[config.mk]
export PLATFORM = sky130hd
export DESIGN_NAME = high_score_keeper
export DESIGN_NICKNAME = d
export VERILOG_FILES = /design/src/rtl/score_pkg.sv /design/src/rtl/bin2bcd_seq.sv /design/src/rtl/high_score_keeper.sv
export SDC_FILE = /design/constraint.sdc
export NUM_CORES = 1
export LEC_CHECK = 0
export BUFFER_PORTS_ARGS = -buffer_cell sky130_fd_sc_hd__buf_2
export CAP_MARGIN = 10
export CORE_MARGIN = 2
export CORE_UTILIZATION = 40
export DETAILED_ROUTE_END_ITERATION = 12
export PLACE_DENSITY = 0.65
export SYNTH_ARGS = -nofsm -noshare
export SYNTH_HDL_FRONTEND = slang
export SYNTH_SLANG_ARGS = --single-unit
[constraint.sdc]
create_clock -name frame_Clk -period 4.3 [get_ports frame_Clk]
set_clock_uncertainty 0.05 [all_clocks]
set_input_delay 0.86 -clock frame_Clk [delete_from_list [all_inputs] [get_ports frame_Clk]]
set_output_delay 0.86 -clock frame_Clk [all_outputs]
set_load 0.03 [all_outputs]
[src/rtl/score_pkg.sv]
// Shared widths, limits and types for the high-score keeper and its BCD converter.
package score_pkg;

  localparam int SCORE_W    = 17;
  localparam int N_DIGITS   = 5;
  localparam int SCORE_MAX  = 99999;
  localparam int FLASH_HALF = 25;

  typedef logic [3:0] bcd_digit_t;

  typedef enum logic [1:0] {
    IDLE,
    SHIFT,
    DONE
  } conv_state_t;

endpackage

[src/rtl/bin2bcd_seq.sv]
// Sequential double-dabble converter: one shift per frame.
// The BCD output only changes in the DONE state, as a single 20-bit write.
module bin2bcd_seq
  import score_pkg::*;
#(
  parameter int BIN_W  = 17,
  parameter int DIGITS = 5
) (
  input  logic                  frame_Clk,
  input  logic                  Reset,
  input  logic                  start,
  input  logic [BIN_W-1:0]      bin,
  output logic [4*DIGITS-1:0]   bcd,
  output logic                  valid,
  output logic                  shifting,
  output logic                  finishing
);

  localparam int BCD_W = 4 * DIGITS;
  localparam int SR_W  = BCD_W + BIN_W;
  localparam int CNT_W = $clog2(BIN_W + 1);

  conv_state_t      state;
  logic [SR_W-1:0]  sr;
  logic [SR_W-1:0]  sr_adj;
  logic [CNT_W-1:0] cnt;

  always_comb begin
    sr_adj = sr;
    for (int unsigned d = 0; d < DIGITS; d++) begin
      if (sr[BIN_W + 4*d +: 4] >= 4'd5)
        sr_adj[BIN_W + 4*d +: 4] = sr[BIN_W + 4*d +: 4] + 4'd3;
    end
  end

  assign shifting  = (state == SHIFT);
  assign finishing = (state == DONE);

  always_ff @(posedge frame_Clk or posedge Reset) begin
    if (Reset) begin
      state <= IDLE;
      sr    <= '0;
      cnt   <= '0;
      bcd   <= '0;
      valid <= 1'b1;
    end else begin
      case (state)
        IDLE: begin
          if (start) begin
            sr    <= {{BCD_W{1'b0}}, bin};
            cnt   <= '0;
            valid <= 1'b0;
            state <= SHIFT;
          end
        end
        SHIFT: begin
          // The extra edge spent on the count check gives the fixed 19-frame latency.
          if (cnt == CNT_W'(BIN_W)) begin
            state <= DONE;
          end else begin
            sr  <= {sr_adj[SR_W-2:0], 1'b0};
            cnt <= cnt + 1'b1;
          end
        end
        DONE: begin
          bcd <= sr[SR_W-1 -: BCD_W];
          if (start) begin
            sr    <= {{BCD_W{1'b0}}, bin};
            cnt   <= '0;
            state <= SHIFT;
          end else begin
            valid <= 1'b1;
            state <= IDLE;
          end
        end
        default: state <= IDLE;
      endcase
    end
  end

endmodule

[src/rtl/high_score_keeper.sv]
// Session high-score tracker: captures the clipped score once per death,
// keeps a BCD copy for the HI sprites, and drives the new-record flash.
module high_score_keeper #(
  parameter int SCORE_W    = score_pkg::SCORE_W,
  parameter int N_DIGITS   = score_pkg::N_DIGITS,
  parameter int SCORE_MAX  = score_pkg::SCORE_MAX,
  parameter int FLASH_HALF = score_pkg::FLASH_HALF
) (
  input  logic                    frame_Clk,
  input  logic                    Reset,
  input  logic signed [31:0]      score_in,
  input  logic                    Dead,
  input  logic [1:0]              Game_State,
  input  logic                    clear_hi,
  output logic [SCORE_W-1:0]      hi_score,
  output logic [4*N_DIGITS-1:0]   hi_digits,
  output logic                    hi_valid,
  output logic                    new_record,
  output logic                    record_flash
);

  localparam int FC_W = $clog2(2 * FLASH_HALF);

  logic               Dead_d;
  logic [1:0]         gs_d;
  logic               pending;
  logic [FC_W-1:0]    flash_cnt;
  logic [SCORE_W-1:0] clipped;
  logic [SCORE_W-1:0] hi_next;
  logic               capture;
  logic               beat;
  logic               req;
  logic               run_start;
  logic               conv_shifting;
  logic               conv_finishing;

  always_comb begin
    if (score_in < 0)
      clipped = '0;
    else if (score_in > SCORE_MAX)
      clipped = SCORE_W'(SCORE_MAX);
    else
      clipped = score_in[SCORE_W-1:0];
  end

  assign capture   = Dead && !Dead_d;
  assign beat      = capture && !clear_hi && (clipped > hi_score);
  assign req       = clear_hi || beat;
  assign run_start = (Game_State == 2'b01) && ((gs_d == 2'b00) || (gs_d == 2'b10));

  always_comb begin
    hi_next = hi_score;
    if (clear_hi)
      hi_next = '0;
    else if (beat)
      hi_next = clipped;
  end

  // Converter always loads hi_next, so a reload in DONE picks up a same-edge update.
  bin2bcd_seq #(
    .BIN_W  (SCORE_W),
    .DIGITS (N_DIGITS)
  ) u_bcd (
    .frame_Clk (frame_Clk),
    .Reset     (Reset),
    .start     (req || pending),
    .bin       (hi_next),
    .bcd       (hi_digits),
    .valid     (hi_valid),
    .shifting  (conv_shifting),
    .finishing (conv_finishing)
  );

  always_ff @(posedge frame_Clk or posedge Reset) begin
    if (Reset) begin
      Dead_d     <= 1'b0;
      gs_d       <= 2'b00;
      hi_score   <= '0;
      new_record <= 1'b0;
      pending    <= 1'b0;
    end else begin
      Dead_d   <= Dead;
      gs_d     <= Game_State;
      hi_score <= hi_next;
      if (clear_hi)
        new_record <= 1'b0;
      else if (beat)
        new_record <= 1'b1;
      else if (run_start)
        new_record <= 1'b0;
      if (conv_finishing)
        pending <= 1'b0;
      else if (conv_shifting && req)
        pending <= 1'b1;
    end
  end

  always_ff @(posedge frame_Clk or posedge Reset) begin
    if (Reset)
      flash_cnt <= '0;
    else if (!new_record)
      flash_cnt <= '0;
    else if (flash_cnt == FC_W'(2 * FLASH_HALF - 1))
      flash_cnt <= '0;
    else
      flash_cnt <= flash_cnt + 1'b1;
  end

  assign record_flash = new_record && (flash_cnt < FC_W'(FLASH_HALF));

endmodule

==> impl_metrics.py, run 1 <==
metrics = {
    "timing": {
        "unrepaired_setup_endpoints_after_global_routing": "no",
        "number_of_pins_with_negative_max_slew_slack_in_the_final_report": 0,
        "setup_slack_of_the_critical_path_after_layout_ns": 0.211,
        "finalHoldViolCount": 0,
        "max-slew-margin-rel_pct": 38.5,
        "worstMarginPinSlew_ns": 0.921,
        "finalSetupViolations": 0,
        "finalCritPeriodShare_pct": 95.1,
        "setup_tns_ns": 0,
        "final.min_clock_period_ns": 4.09,
        "hold_slack_ns": 0.426,
        "achievable-frequency_ghz": 0.245,
    },
    "setup_path": {
        "worstPathBufferInverterCount": 4,
        "worstPathRequired_ns": 4.48,
        "cpLargestDelayFamily": "simple AND/OR/NAND/NOR gates",
        "cp_slowest_cell": "sky130_fd_sc_hd__or4_4",
        "worst_ep_arrival_time_ns": 4.27,
        "cp_slowest_stage_delay_ns": 0.62,
        "worst-setup-path-type": "input port to register",
        "most_frequent_cell_on_the_critical_path": "sky130_fd_sc_hd__nand4_1",
        "timing.critical_path.cells": "buf_2 -> nor4_1 -> nand4_1 -> buf_4 -> o21ai_0 -> inv_1 -> ha_1 -> nand4_1 -> or4_4 -> o211a_4 -> o31ai_4 -> buf_12 -> mux2i_1 -> a211oi_2",
        "cp-end-kind": "register",
        "crit_path_max_fanout": 18,
        "worstSetupStartpointType": "input port",
    },
    "power": {
        "irDropWorstVdd_uv": 168,
        "design_power_total_mw": 2.34,
        "netSwitchingFraction_pct": 30.4,
        "power.leakage_nw": 3.09,
        "portion_of_total_power_attributed_to_the_clock_network_pct": 37.7,
        "power_report.internal_total_mw": 1.63,
        "switchingPower_uw": 713,
        "share_comb_of_total_power_pct": 19.8,
        "p_seq_share_pct": 42.5,
        "cellPowerDensity_mw_per_mm2": 371,
    },
    "logic_synthesis": {
        "synth.ff_latch_count": 92,
        "syn_area_sq_mm": 0.00529,
        "synth_edf_count": 0,
        "avgSynthCellArea_sq_um": 9.40,
        "synthCells": 562,
        "count_of_unique_library_cells_instantiated_by_yosys": 57,
        "postSynth.asyncResetShare_pct": 100,
        "ys.flop_type": "sky130_fd_sc_hd__dfrtp_1",
        "ys.warnings.count": 0,
        "mappedNetlistNets": 632,
        "yosysSeqAreaShare_pct": 43.6,
    },
    "cts": {
        "post_cts_resized": 0,
        "htree_levels": 3,
        "clkSlewWorstSetupHoldPaths_ns": 0.07,
        "cts.sink_count": 92,
        "cts_buffer_depth": 2,
        "ctsHoldBuffers": 0,
        "cts_setup_buffers": 0,
        "cts_made_buffers": 9,
        "clock_tree_from_tritoncts": "done",
        "clock_latency_ns": 0.36,
        "cts-root-buf": "sky130_fd_sc_hd__clkbuf_16",
    },
    "die": {
        "die_width_um": 119,
        "floorplan.initialDensity_pct": 41.4,
        "core_area_sq_mm": 0.0128,
        "fp-row-count": 41,
        "floorplan.io_pins": 78,
        "dieHeight_um": 119,
        "die-area_sq_mm": 0.0141,
    },
    "drt": {
        "avgViaCountPerCell": 5.32,
        "firstDrtPassIters": 5,
        "route.detailed.drc": 0,
        "route.antenna.remaining_nets": 0,
        "drt-wirelength-per-cell_um": 15.2,
        "detailedRoute.firstIterationViolations": 276,
        "dr_total_vias": 4425,
        "route.final.wire_length_mm": 12.6,
    },
    "placement": {
        "buffer_ports.inserted": 77,
        "hpwl_mm": 9.32,
        "gp_congestion": 0.859,
        "dp_slack_ns": -0.100,
        "placed_cells": 815,
    },
    "global_routing": {
        "grt_max_degree": 44,
        "antenna_violations_before_repair": 0,
        "grt_first_pass_wirelength_mm": 21.3,
        "grt_usage_pct": 18.8,
        "globalRouteOverflowTotal": 0,
        "first_global_vias": 4320,
    },
    "finish": {
        "layout-drive-gt1-share_pct": 22.9,
        "finish.net_count": 725,
        "insertedDiodeCount": 0,
        "fill_cells": 1194,
        "layout.cells.non_filler": 832,
        "area_growth_pct": 19.4,
    },
    "worst_hold_path": {
        "holdCritPathClass": "register to register",
    },
    "job": {
        "cap_violations": 0,
    },
    "run_status": {
        "status": "finished clean",
    },
}
[synthesized netlist by cell type, types with 4 or more instances]
cell,n,area share (%)
sky130_fd_sc_hd__buf_6,5,1.1
sky130_fd_sc_hd__o32ai_1,7,1.2
sky130_fd_sc_hd__mux2i_1,7,1.3
sky130_fd_sc_hd__o21ai_1,14,1.3
sky130_fd_sc_hd__and2_1,8,0.95
sky130_fd_sc_hd__nand4_1,6,0.71
sky130_fd_sc_hd__o31ai_1,5,0.71
sky130_fd_sc_hd__ha_1,32,7.6
sky130_fd_sc_hd__o21ai_0,48,4.5
sky130_fd_sc_hd__nand2b_1,15,1.8
sky130_fd_sc_hd__nand3b_1,8,1.1
sky130_fd_sc_hd__a211oi_2,5,1.2
sky130_fd_sc_hd__clkbuf_1,17,1.2
sky130_fd_sc_hd__a21oi_1,26,2.5
sky130_fd_sc_hd__a211oi_1,5,0.71
sky130_fd_sc_hd__and3_1,8,0.95
sky130_fd_sc_hd__a221oi_1,4,0.66
sky130_fd_sc_hd__nor2_1,39,2.8
sky130_fd_sc_hd__a31oi_1,5,0.59
sky130_fd_sc_hd__dfrtp_1,91,43
sky130_fd_sc_hd__nor4_1,5,0.59
sky130_fd_sc_hd__or4_1,4,0.57
sky130_fd_sc_hd__a21o_1,8,1.1
sky130_fd_sc_hd__mux2_2,6,1.3
sky130_fd_sc_hd__xor2_1,5,0.83
sky130_fd_sc_hd__o22ai_1,6,0.71
sky130_fd_sc_hd__nand2_1,49,3.5
sky130_fd_sc_hd__xnor2_1,10,1.7
sky130_fd_sc_hd__nand3_1,11,1.0
sky130_fd_sc_hd__inv_1,63,4.5
[layout make-up]
cell class / count / area (sq um) / area share [%]
clock inverters: 7 / 105 / 1.67
repair buffers: 108 / 653 / 10.4
multi-input cells: 380 / 2570 / 40.7
well taps: 172 / 215 / 3.41
clock buffers: 9 / 225 / 3.57
flip-flops and latches: 92 / 2300 / 36.5
inverters: 64 / 241 / 3.83
[worst paths after layout]
kind,startpoint,endpoint,slack [ns],cells after the start
max,score_in[20],u_bcd.sr[8],0.21,14
min,u_bcd.bcd[16],u_bcd.bcd[16],0.43,2
max reg2reg,hi_score[16],u_bcd.sr[8],1.46,9
min reg2reg,u_bcd.bcd[16],u_bcd.bcd[16],0.43,2
max in group asynchronous,Reset,u_bcd.valid,2.79,3
min in group asynchronous,Reset,u_bcd.sr[36],0.57,2
[logic make-up after synthesis]
group / count (synthesis) / share of synthesized area [%]
compound gates: 157 / 20.5
xor+xnor: 15 / 2.49
fa+ha+maj: 32 / 7.58
buf+inv: 90 / 7.86
flops: 92 / 43.6
mux: 13 / 2.60
simple gates: 163 / 15.4
[placed cells by master, fill, tap and decap left out, drive strengths merged, types with 8 or more instances in the layout]
master	count
nand3b	8
nand3	12
o31ai	9
inv	66
dfrtp	91
and2	8
nand2	50
nand2b	15
o21ai	63
a21oi	27
xnor2	10
clkbuf	10
a211oi	10
ha	32
and3	8
buf	107
a21o	8
nor2	39
[worst reg2reg max path, delay by kind of cell, from the launching register on]
family / cells / cell delay, ns
flip-flops: 1 / 0.37
adder cells (fa/ha/maj): 1 / 0.31
buffers and inverters: 2 / 0.27
multiplexers: 1 / 0.38
AND/OR/NAND/NOR: 2 / 0.79
AO/OA/AOI/OAI: 3 / 0.54
[registers in the layout, indices dropped and copies added (netlist names)]
register / count
u_bcd.valid: 1
u_bcd.state: 2
flash_cnt: 6
u_bcd.cnt: 5
gs_d: 1
pending: 1
u_bcd.bcd: 20
new_record: 1
Dead_d: 1
hi_score: 17
u_bcd.sr: 37
[power by group through the flow]
| stage | sequential, mW | combinational, mW | clock (mW) |
|---|---|---|---|
| 2_1_floorplan | 1.12 | 0.215 | 0 |
| 3_3_place_gp | 1.01 | 0.455 | 0 |
| 3_5_place_dp | 1.01 | 0.466 | 0 |
| 4_1_cts | 0.997 | 0.467 | 0.907 |
| 5_1_grt | 1.01 | 0.510 | 0.937 |
| 6_report | 0.997 | 0.464 | 0.883 |
[per-stage QoR]
stage               utilization (%)  area (sq um)
floorplan                         -          5290
global placement               46.8          5970
detailed placement             46.8          5970
CTS                            49.4          6300
global route                   49.4          6310
finish                         49.4          6310
[routing by layer]
| layer | global-route usage [%] | part of all wire (%) | vias up |
|---|---|---|---|
| met5 | 0 | 0 | - |
| met4 | 9.08 | 1.9 | 0 |
| met3 | 3.11 | 3.7 | 14 |
| met2 | 29.7 | 47 | 99 |
| met1 | 25.2 | 47 | 2172 |
| li1 | - | - | 2140 |
No activity file was read; power rests on OpenSTA's default activity.
==> inputs of run 2 (changes only) <==
--- a/config.mk
+++ b/config.mk
@@ -5,7 +5,7 @@
 export SDC_FILE = /design/constraint.sdc
 export NUM_CORES = 1
 export LEC_CHECK = 0
-export BUFFER_PORTS_ARGS = -buffer_cell sky130_fd_sc_hd__buf_2
+export BUFFER_PORTS_ARGS = -buffer_cell sky130_fd_sc_hd__buf_4
 export CAP_MARGIN = 10
 export CORE_MARGIN = 2
 export CORE_UTILIZATION = 40
==> run 2 against run 1 <==
Routed wire length grew 0.25%. Largest power group unchanged. Combinational power is 8.4% higher. Clock-buffer cell count grew 1. Design area increased by 3.5%. Die area unchanged. First-iteration DRC count shrank 3.6%.
==> impl_metrics.py, run 2 (synthesis results as in run 1) <==
metrics = {
    "run_status": {
        "status": "finished clean",
    },
    "placement": {
        "placed_cells": 823,
        "hpwl_mm": 9.46,
        "buffer_ports.inserted": 77,
        "placedInstanceArea_sq_mm": 0.00619,
        "gp_congestion": 0.874,
    },
    "timing": {
        "worstMarginPinSlew_ns": 0.640,
        "finalCritPeriodShare_pct": 93.7,
        "final.min_clock_period_ns": 4.03,
        "achievable-frequency_ghz": 0.248,
        "hold_slack_ns": 0.437,
        "finalHoldViolCount": 0,
        "max-slew-margin-rel_pct": 57.3,
        "unrepaired_setup_endpoints_after_global_routing": "no",
        "number_of_pins_with_negative_max_slew_slack_in_the_final_report": 0,
        "finalSetupViolations": 0,
    },
    "drt": {
        "route.antenna.remaining_nets": 0,
        "avgViaCountPerCell": 5.25,
        "route.final.wire_length_mm": 12.7,
        "route.detailed.drc": 0,
        "firstDrtPassIters": 4,
        "dr_total_vias": 4411,
        "drt-wirelength-per-cell_um": 15.1,
        "detailedRoute.firstIterationViolations": 266,
    },
    "finish": {
        "regMostFlops": "u_bcd.sr",
        "reg.largest.list": "u_bcd.sr (37), u_bcd.bcd (20), hi_score (17)",
        "mostFrequentLayoutCell": "sky130_fd_sc_hd__buf_4",
        "layout.cells.non_filler": 840,
        "finish.net_count": 733,
        "insertedDiodeCount": 0,
        "largest_register_ffs": 37,
        "layout-drive-gt1-share_pct": 24.0,
        "mostFrequentLayoutCells": "114 x sky130_fd_sc_hd__buf_4, 91 x sky130_fd_sc_hd__dfrtp_1, 62 x sky130_fd_sc_hd__inv_1, 49 x sky130_fd_sc_hd__nand2_1, 48 x sky130_fd_sc_hd__o21ai_0",
        "fill_cells": 1187,
        "postLayoutCellArea_sq_mm": 0.00653,
        "area_growth_pct": 23.5,
    },
    "global_routing": {
        "globalRouteOverflowTotal": 0,
        "first_global_vias": 4316,
        "grt_usage_pct": 18.2,
        "grt_first_pass_wirelength_mm": 20.9,
        "antenna_violations_before_repair": 0,
        "grt_max_degree": 37,
    },
    "setup_path": {
        "worst-setup-path-type": "input port to register",
        "cpLargestDelayFamily": "simple AND/OR/NAND/NOR gates",
        "worst_ep_arrival_time_ns": 4.18,
        "worstPathRequired_ns": 4.45,
        "worstSetupStartpointType": "input port",
        "worstPathBufferInverterCount": 3,
        "crit_path_max_fanout": 12,
        "cp-end-kind": "register",
        "cp_slowest_cell": "sky130_fd_sc_hd__or4_4",
        "timing.critical_path.cells": "buf_4 -> nor4_1 -> nand4_1 -> a311oi_1 -> buf_4 -> and2_1 -> ha_1 -> nand4_1 -> or4_4 -> o211a_4 -> o31ai_4 -> buf_6 -> mux2i_1 -> a221oi_2",
        "cp_slowest_stage_delay_ns": 0.62,
    },
    "die": {
        "fp-row-count": 41,
        "floorplan.initialDensity_pct": 41.4,
        "die_width_um": 119,
        "die-area_sq_mm": 0.0141,
        "core_area_sq_mm": 0.0128,
        "floorplan.io_pins": 78,
        "dieHeight_um": 119,
    },
    "cts": {
        "cts-root-buf": "sky130_fd_sc_hd__clkbuf_16",
        "clock_tree_from_tritoncts": "done",
        "ctsHoldBuffers": 0,
        "post_cts_resized": 0,
        "cts_buffer_depth": 2,
        "clock_latency_ns": 0.34,
        "cts_setup_buffers": 0,
        "cts.sink_count": 92,
        "clkSlewWorstSetupHoldPaths_ns": 0.07,
        "cts_made_buffers": 9,
        "htree_levels": 3,
    },
    "power": {
        "power.leakage_nw": 3.15,
        "cellPowerDensity_mw_per_mm2": 363,
        "irDropWorstVdd_uv": 189,
    },
    "worst_hold_path": {
        "holdCritPathClass": "register to register",
    },
    "job": {
        "cap_violations": 0,
    },
}
[run 2: area by class of cell]
type                            instances  area [sq um]  area share (%)
Inverter                               64           241            3.70
Clock inverter                          6          93.8            1.44
Sequential cell                        92          2300            35.3
Clock buffer                           10           229            3.51
Multi-Input combinational cell        380          2570            39.4
Tap cell                              172           215            3.30
Timing Repair Buffer                  116           872            13.4
[run 2: worst min-delay path, stage by stage, from the launching register on]
cell,delay [ns]
sky130_fd_sc_hd__dfrtp_1,0.34
sky130_fd_sc_hd__nand2_1,0.05
sky130_fd_sc_hd__o21ai_0,0.06
[run 2: per-stage QoR]
stage | util, % | power, mW | setup TNS [ns] | setup WS, ns
2_1_floorplan | - | 1.33 | 0 | 0.240
6_report | 51.1 | 2.37 | 0 | 0.273
4_1_cts | 51.0 | 2.39 | 0 | 0.230
3_3_place_gp | 48.5 | 1.51 | -1.07 | -0.161
3_5_place_dp | 48.5 | 1.52 | -1.40 | -0.160
5_1_grt | 51.1 | 2.49 | 0 | 0.0244
[run 2: routing by layer]
layer	GRT usage, %	wire length (um)	up-vias
li1	-	-	2159
met1	24.5	5950	2136
met2	30.1	6060	102
met3	2.59	475	14
met4	5.95	189	0
met5	0	0	-
[run 2: power breakdown]
part / switching [mW] / total, mW / internal (mW)
Combinational: 0.296 / 0.503 / 0.207
Sequential: 0.0536 / 0.998 / 0.944
Clock: 0.353 / 0.869 / 0.516
[run 2: final timing paths]
kind                         startpoint      endpoint  slack [ns]  cells after the start
min in group asynchronous         Reset  flash_cnt[3]        0.54                      2
setup / recovery           score_in[20]   u_bcd.sr[5]        0.27                     14
max in group asynchronous         Reset   u_bcd.valid        2.82                      3
setup reg to reg           hi_score[15]   u_bcd.sr[5]        1.46                      9
hold / removal             u_bcd.bcd[9]  u_bcd.bcd[9]        0.44                      2
hold reg to reg            u_bcd.bcd[9]  u_bcd.bcd[9]        0.44                      2
==> inputs of run 3 (changes only) <==
--- a/config.mk
+++ b/config.mk
@@ -5,6 +5,7 @@
 export SDC_FILE = /design/constraint.sdc
 export NUM_CORES = 1
 export LEC_CHECK = 0
+export ABC_AREA = 1
 export BUFFER_PORTS_ARGS = -buffer_cell sky130_fd_sc_hd__buf_4
 export CAP_MARGIN = 10
 export CORE_MARGIN = 2
==> run 3 against run 2 <==
Critical path depth up 9. Design area is 0.86% lower. Largest power group unchanged. Via count is 1.0% higher. Non-clock buffer count fell by 33. Largest cell class unchanged. Maximum frequency grew 6.6%. Die area up 3.1%. First-iteration DRC count shrank 4.1%. Highest routed layer unchanged. Routed wire length shrank 6.2%. Synthesized area rose by 3.2%.
==> impl_metrics.py, run 3 <==
metrics = {
    "global_routing": {
        "grt_max_degree": 46,
        "grt.met1_usage_pct": 23.5,
        "antenna_violations_before_repair": 0,
        "grt_most_used_layer": "met2",
        "globalRouteOverflowTotal": 0,
        "grt_usage_pct": 17.3,
        "grt_use_met2_pct": 28.6,
        "grt_first_pass_wirelength_mm": 20.6,
        "first_global_vias": 4420,
        "routing_usage_on_met3_pct": 3.25,
    },
    "cts": {
        "post_cts_resized": 0,
        "cts.sink_count": 92,
        "clkSlewWorstSetupHoldPaths_ns": 0.06,
        "cts_setup_buffers": 0,
        "ctsHoldBuffers": 0,
        "htree_levels": 3,
        "cts_buffer_depth": 2,
        "cts-root-buf": "sky130_fd_sc_hd__clkbuf_16",
        "clock_tree_from_tritoncts": "done",
        "cts_made_buffers": 9,
        "clock_latency_ns": 0.34,
    },
    "logic_synthesis": {
        "synth.cells.most_frequent": "134 x sky130_fd_sc_hd__nand2_1, 100 x sky130_fd_sc_hd__inv_1, 91 x sky130_fd_sc_hd__dfrtp_1, 56 x sky130_fd_sc_hd__nand3_1",
        "postSynth.asyncResetShare_pct": 100,
        "synthAdderAreaFrac_pct": 7.34,
        "ys.flop_type": "sky130_fd_sc_hd__dfrtp_1",
        "synth_mux_area_share_pct": 0,
        "count_of_unique_library_cells_instantiated_by_yosys": 43,
        "synth_top_family_by_area": "simple AND/OR/NAND/NOR gates",
        "post-synth-top-count-cell": "sky130_fd_sc_hd__nand2_1",
        "synth.ff_latch_count": 92,
        "synthCells": 663,
        "synth_edf_count": 0,
        "synth_xor_xnor_area_share_pct": 1.44,
        "avgSynthCellArea_sq_um": 8.23,
        "synth_compound_area_share_pct": 11.1,
        "ys.warnings.count": 0,
        "synth_top_area_share_pct": 41.7,
        "syn_area_sq_mm": 0.00546,
        "yosysSeqAreaShare_pct": 42.2,
        "post_synth_main_area_contributors": "sky130_fd_sc_hd__dfrtp_1 42%, sky130_fd_sc_hd__nand2_1 9.2%, sky130_fd_sc_hd__ha_1 7.3%",
        "mappedNetlistNets": 733,
        "synth.largest_area_cell": "sky130_fd_sc_hd__dfrtp_1",
        "share_of_synthesized_cell_area_in_and_or_nand_and_nor_gates_pct": 27.2,
    },
    "die": {
        "floorplan.io_pins": 78,
        "dieHeight_um": 121,
        "core_area_sq_mm": 0.0133,
        "die-area_sq_mm": 0.0146,
        "floorplan.initialDensity_pct": 41.0,
        "fp-row-count": 42,
        "die_width_um": 121,
    },
    "setup_path": {
        "cp-end-kind": "register",
        "worst_ep_arrival_time_ns": 3.99,
        "crit_path_max_fanout": 20,
        "cp_slowest_cell": "sky130_fd_sc_hd__buf_4",
        "timing.critical_path.cells": "buf_4 -> nor2_1 -> nand3_1 -> nor2_1 -> nand2_1 -> nand3_1 -> nand4_2 -> nand2_1 -> inv_1 -> ha_1 -> nand2_1 -> nor2_2 -> and2_4 -> nand2_2 -> nor2_2 -> nor2_1 -> nand2_4 -> nand3_4 -> nand2_4 -> nand2_4 -> buf_4 -> nand3_2 -> nand2_1",
        "worstSetupStartpointType": "input port",
        "most_frequent_cell_on_the_critical_path": "sky130_fd_sc_hd__nand2_1",
        "worstPathRequired_ns": 4.52,
        "worst-setup-path-type": "input port to register",
        "cp_slowest_stage_delay_ns": 0.34,
    },
    "power": {
        "switchingPower_uw": 664,
        "share_comb_of_total_power_pct": 19.6,
        "design_power_total_mw": 2.35,
        "portion_of_total_power_attributed_to_the_clock_network_pct": 38.5,
        "cellPowerDensity_mw_per_mm2": 363,
        "power_report.internal_total_mw": 1.69,
        "p_seq_share_pct": 41.9,
        "power.leakage_nw": 3.35,
        "netSwitchingFraction_pct": 28.2,
        "irDropWorstVdd_uv": 280,
    },
    "timing": {
        "max-slew-margin-rel_pct": 50.3,
        "setup_slack_of_the_critical_path_after_layout_ns": 0.524,
        "final.min_clock_period_ns": 3.78,
        "achievable-frequency_ghz": 0.265,
        "worstMarginPinSlew_ns": 0.744,
        "unrepaired_setup_endpoints_after_global_routing": "no",
        "finalSetupViolations": 0,
        "finalCritPeriodShare_pct": 87.8,
        "finalHoldViolCount": 0,
        "setup_tns_ns": 0,
        "number_of_pins_with_negative_max_slew_slack_in_the_final_report": 0,
    },
    "drt": {
        "detailedRoute.firstIterationViolations": 255,
        "dr_total_vias": 4455,
        "firstDrtPassIters": 5,
        "route.final.wire_length_mm": 11.9,
        "route.antenna.remaining_nets": 0,
        "drt-wirelength-per-cell_um": 13.0,
        "avgViaCountPerCell": 4.86,
        "route.detailed.drc": 0,
    },
    "finish": {
        "area_growth_pct": 18.6,
        "reg.largest.list": "u_bcd.sr (37), u_bcd.bcd (20), hi_score (17)",
        "mostFrequentLayoutCells": "134 x sky130_fd_sc_hd__nand2_1, 99 x sky130_fd_sc_hd__inv_1, 91 x sky130_fd_sc_hd__dfrtp_1, 82 x sky130_fd_sc_hd__buf_4, 56 x sky130_fd_sc_hd__nand3_1",
        "insertedDiodeCount": 0,
        "fill_cells": 1288,
        "finish.net_count": 805,
        "layout-drive-gt1-share_pct": 23.9,
        "mostFrequentLayoutCell": "sky130_fd_sc_hd__nand2_1",
        "regMostFlops": "u_bcd.sr",
        "largest_register_ffs": 37,
    },
    "worst_hold_path": {
        "holdCritPathClass": "register to register",
    },
    "placement": {
        "hpwl_mm": 8.76,
        "buffer_ports.inserted": 77,
        "dp_slack_ns": 0.190,
        "gp_congestion": 0.846,
    },
    "job": {
        "cap_violations": 0,
    },
    "run_status": {
        "status": "finished clean",
    },
}
==> run 3: cell count changes after synthesis, moves of 8 or more <==
| cell | delta |
|---|---|
| sky130_fd_sc_hd__o21ai_1 | -13 |
| sky130_fd_sc_hd__o21ai_2 | +12 |
| sky130_fd_sc_hd__inv_1 | +37 |
| sky130_fd_sc_hd__xnor2_1 | -8 |
| sky130_fd_sc_hd__or2_2 | +16 |
| sky130_fd_sc_hd__nand3_2 | +20 |
| sky130_fd_sc_hd__nand2_1 | +85 |
| sky130_fd_sc_hd__and2_1 | -8 |
| sky130_fd_sc_hd__and3_1 | -8 |
| sky130_fd_sc_hd__nand2b_1 | -15 |
| sky130_fd_sc_hd__clkbuf_1 | -8 |
| sky130_fd_sc_hd__nand2_2 | +8 |
| sky130_fd_sc_hd__nand3_1 | +45 |
==> run 3: cell families (layout without fill, tap and decap cells) <==
kind of cell | after synthesis | after routing
xor gates and xnor gates | 9 | 9
DFF | 92 | 92
buffers and inverters | 127 | 204
and+or+nand+nor | 302 | 302
adders and majority gates | 32 | 32
AOI/OAI and AO/OA | 101 | 101
==> run 3: final timing paths <==
path	startpoint	cells after the start	end	slack, ns
max in group asynchronous	Reset	3	u_bcd.valid	2.87
worst max register to register	hi_score[4]	15	u_bcd.sr[13]	1.73
worst min register to register	u_bcd.state[1]	1	u_bcd.state[1]	0.43
min in group asynchronous	Reset	2	u_bcd.sr[36]	0.46
worst min-delay path	u_bcd.state[1]	1	u_bcd.state[1]	0.43
worst max-delay path	score_in[12]	23	u_bcd.sr[13]	0.52
==> run 3: critical path, delay by kind of cell <==
family	cells	cell delay (ns)
buffers and inverters	3	0.51
adder cells (fa/ha/maj)	1	0.28
AND/OR/NAND/NOR	19	2.30
==> run 3: area by class of cell <==
cell class / instances / area (sq um) / area share [%]
flip-flops and latches: 92 / 2300 / 35.6
multi-input cells: 444 / 2570 / 39.7
well taps: 176 / 220 / 3.40
repair buffers: 83 / 636 / 9.82
inverters: 105 / 395 / 6.11
clock inverters: 7 / 121 / 1.88
clock buffers: 9 / 225 / 3.48
==> run 3: power by group through the flow <==
stage / combinational [mW] / clock (mW) / sequential [mW]
after CTS: 0.467 / 0.927 / 0.987
final: 0.461 / 0.905 / 0.986
after floorplan: 0.155 / 0 / 1.13
after detailed placement: 0.465 / 0 / 1.00
after global placement: 0.458 / 0 / 1.00
after global routing: 0.506 / 0.971 / 0.998
==> run 3: through the flow <==
step | instance area (sq um) | cells | hold slack [ns] | util (%)
floorplan | 5460 | 663 | 0.385 | -
global route | 6470 | 916 | 0.445 | 48.7
detailed placement | 6130 | 900 | 0.406 | 46.1
finish | 6470 | 916 | 0.425 | 48.7
CTS | 6470 | 916 | 0.421 | 48.7
global placement | 6130 | 900 | 0.401 | 46.1
==> run 3: layer usage <==
layer | up-vias | routed length [um]
met2 | 74 | 5940
li1 | 2267 | -
met1 | 2102 | 5470
met3 | 12 | 366
met4 | 0 | 112
met5 | - | 0
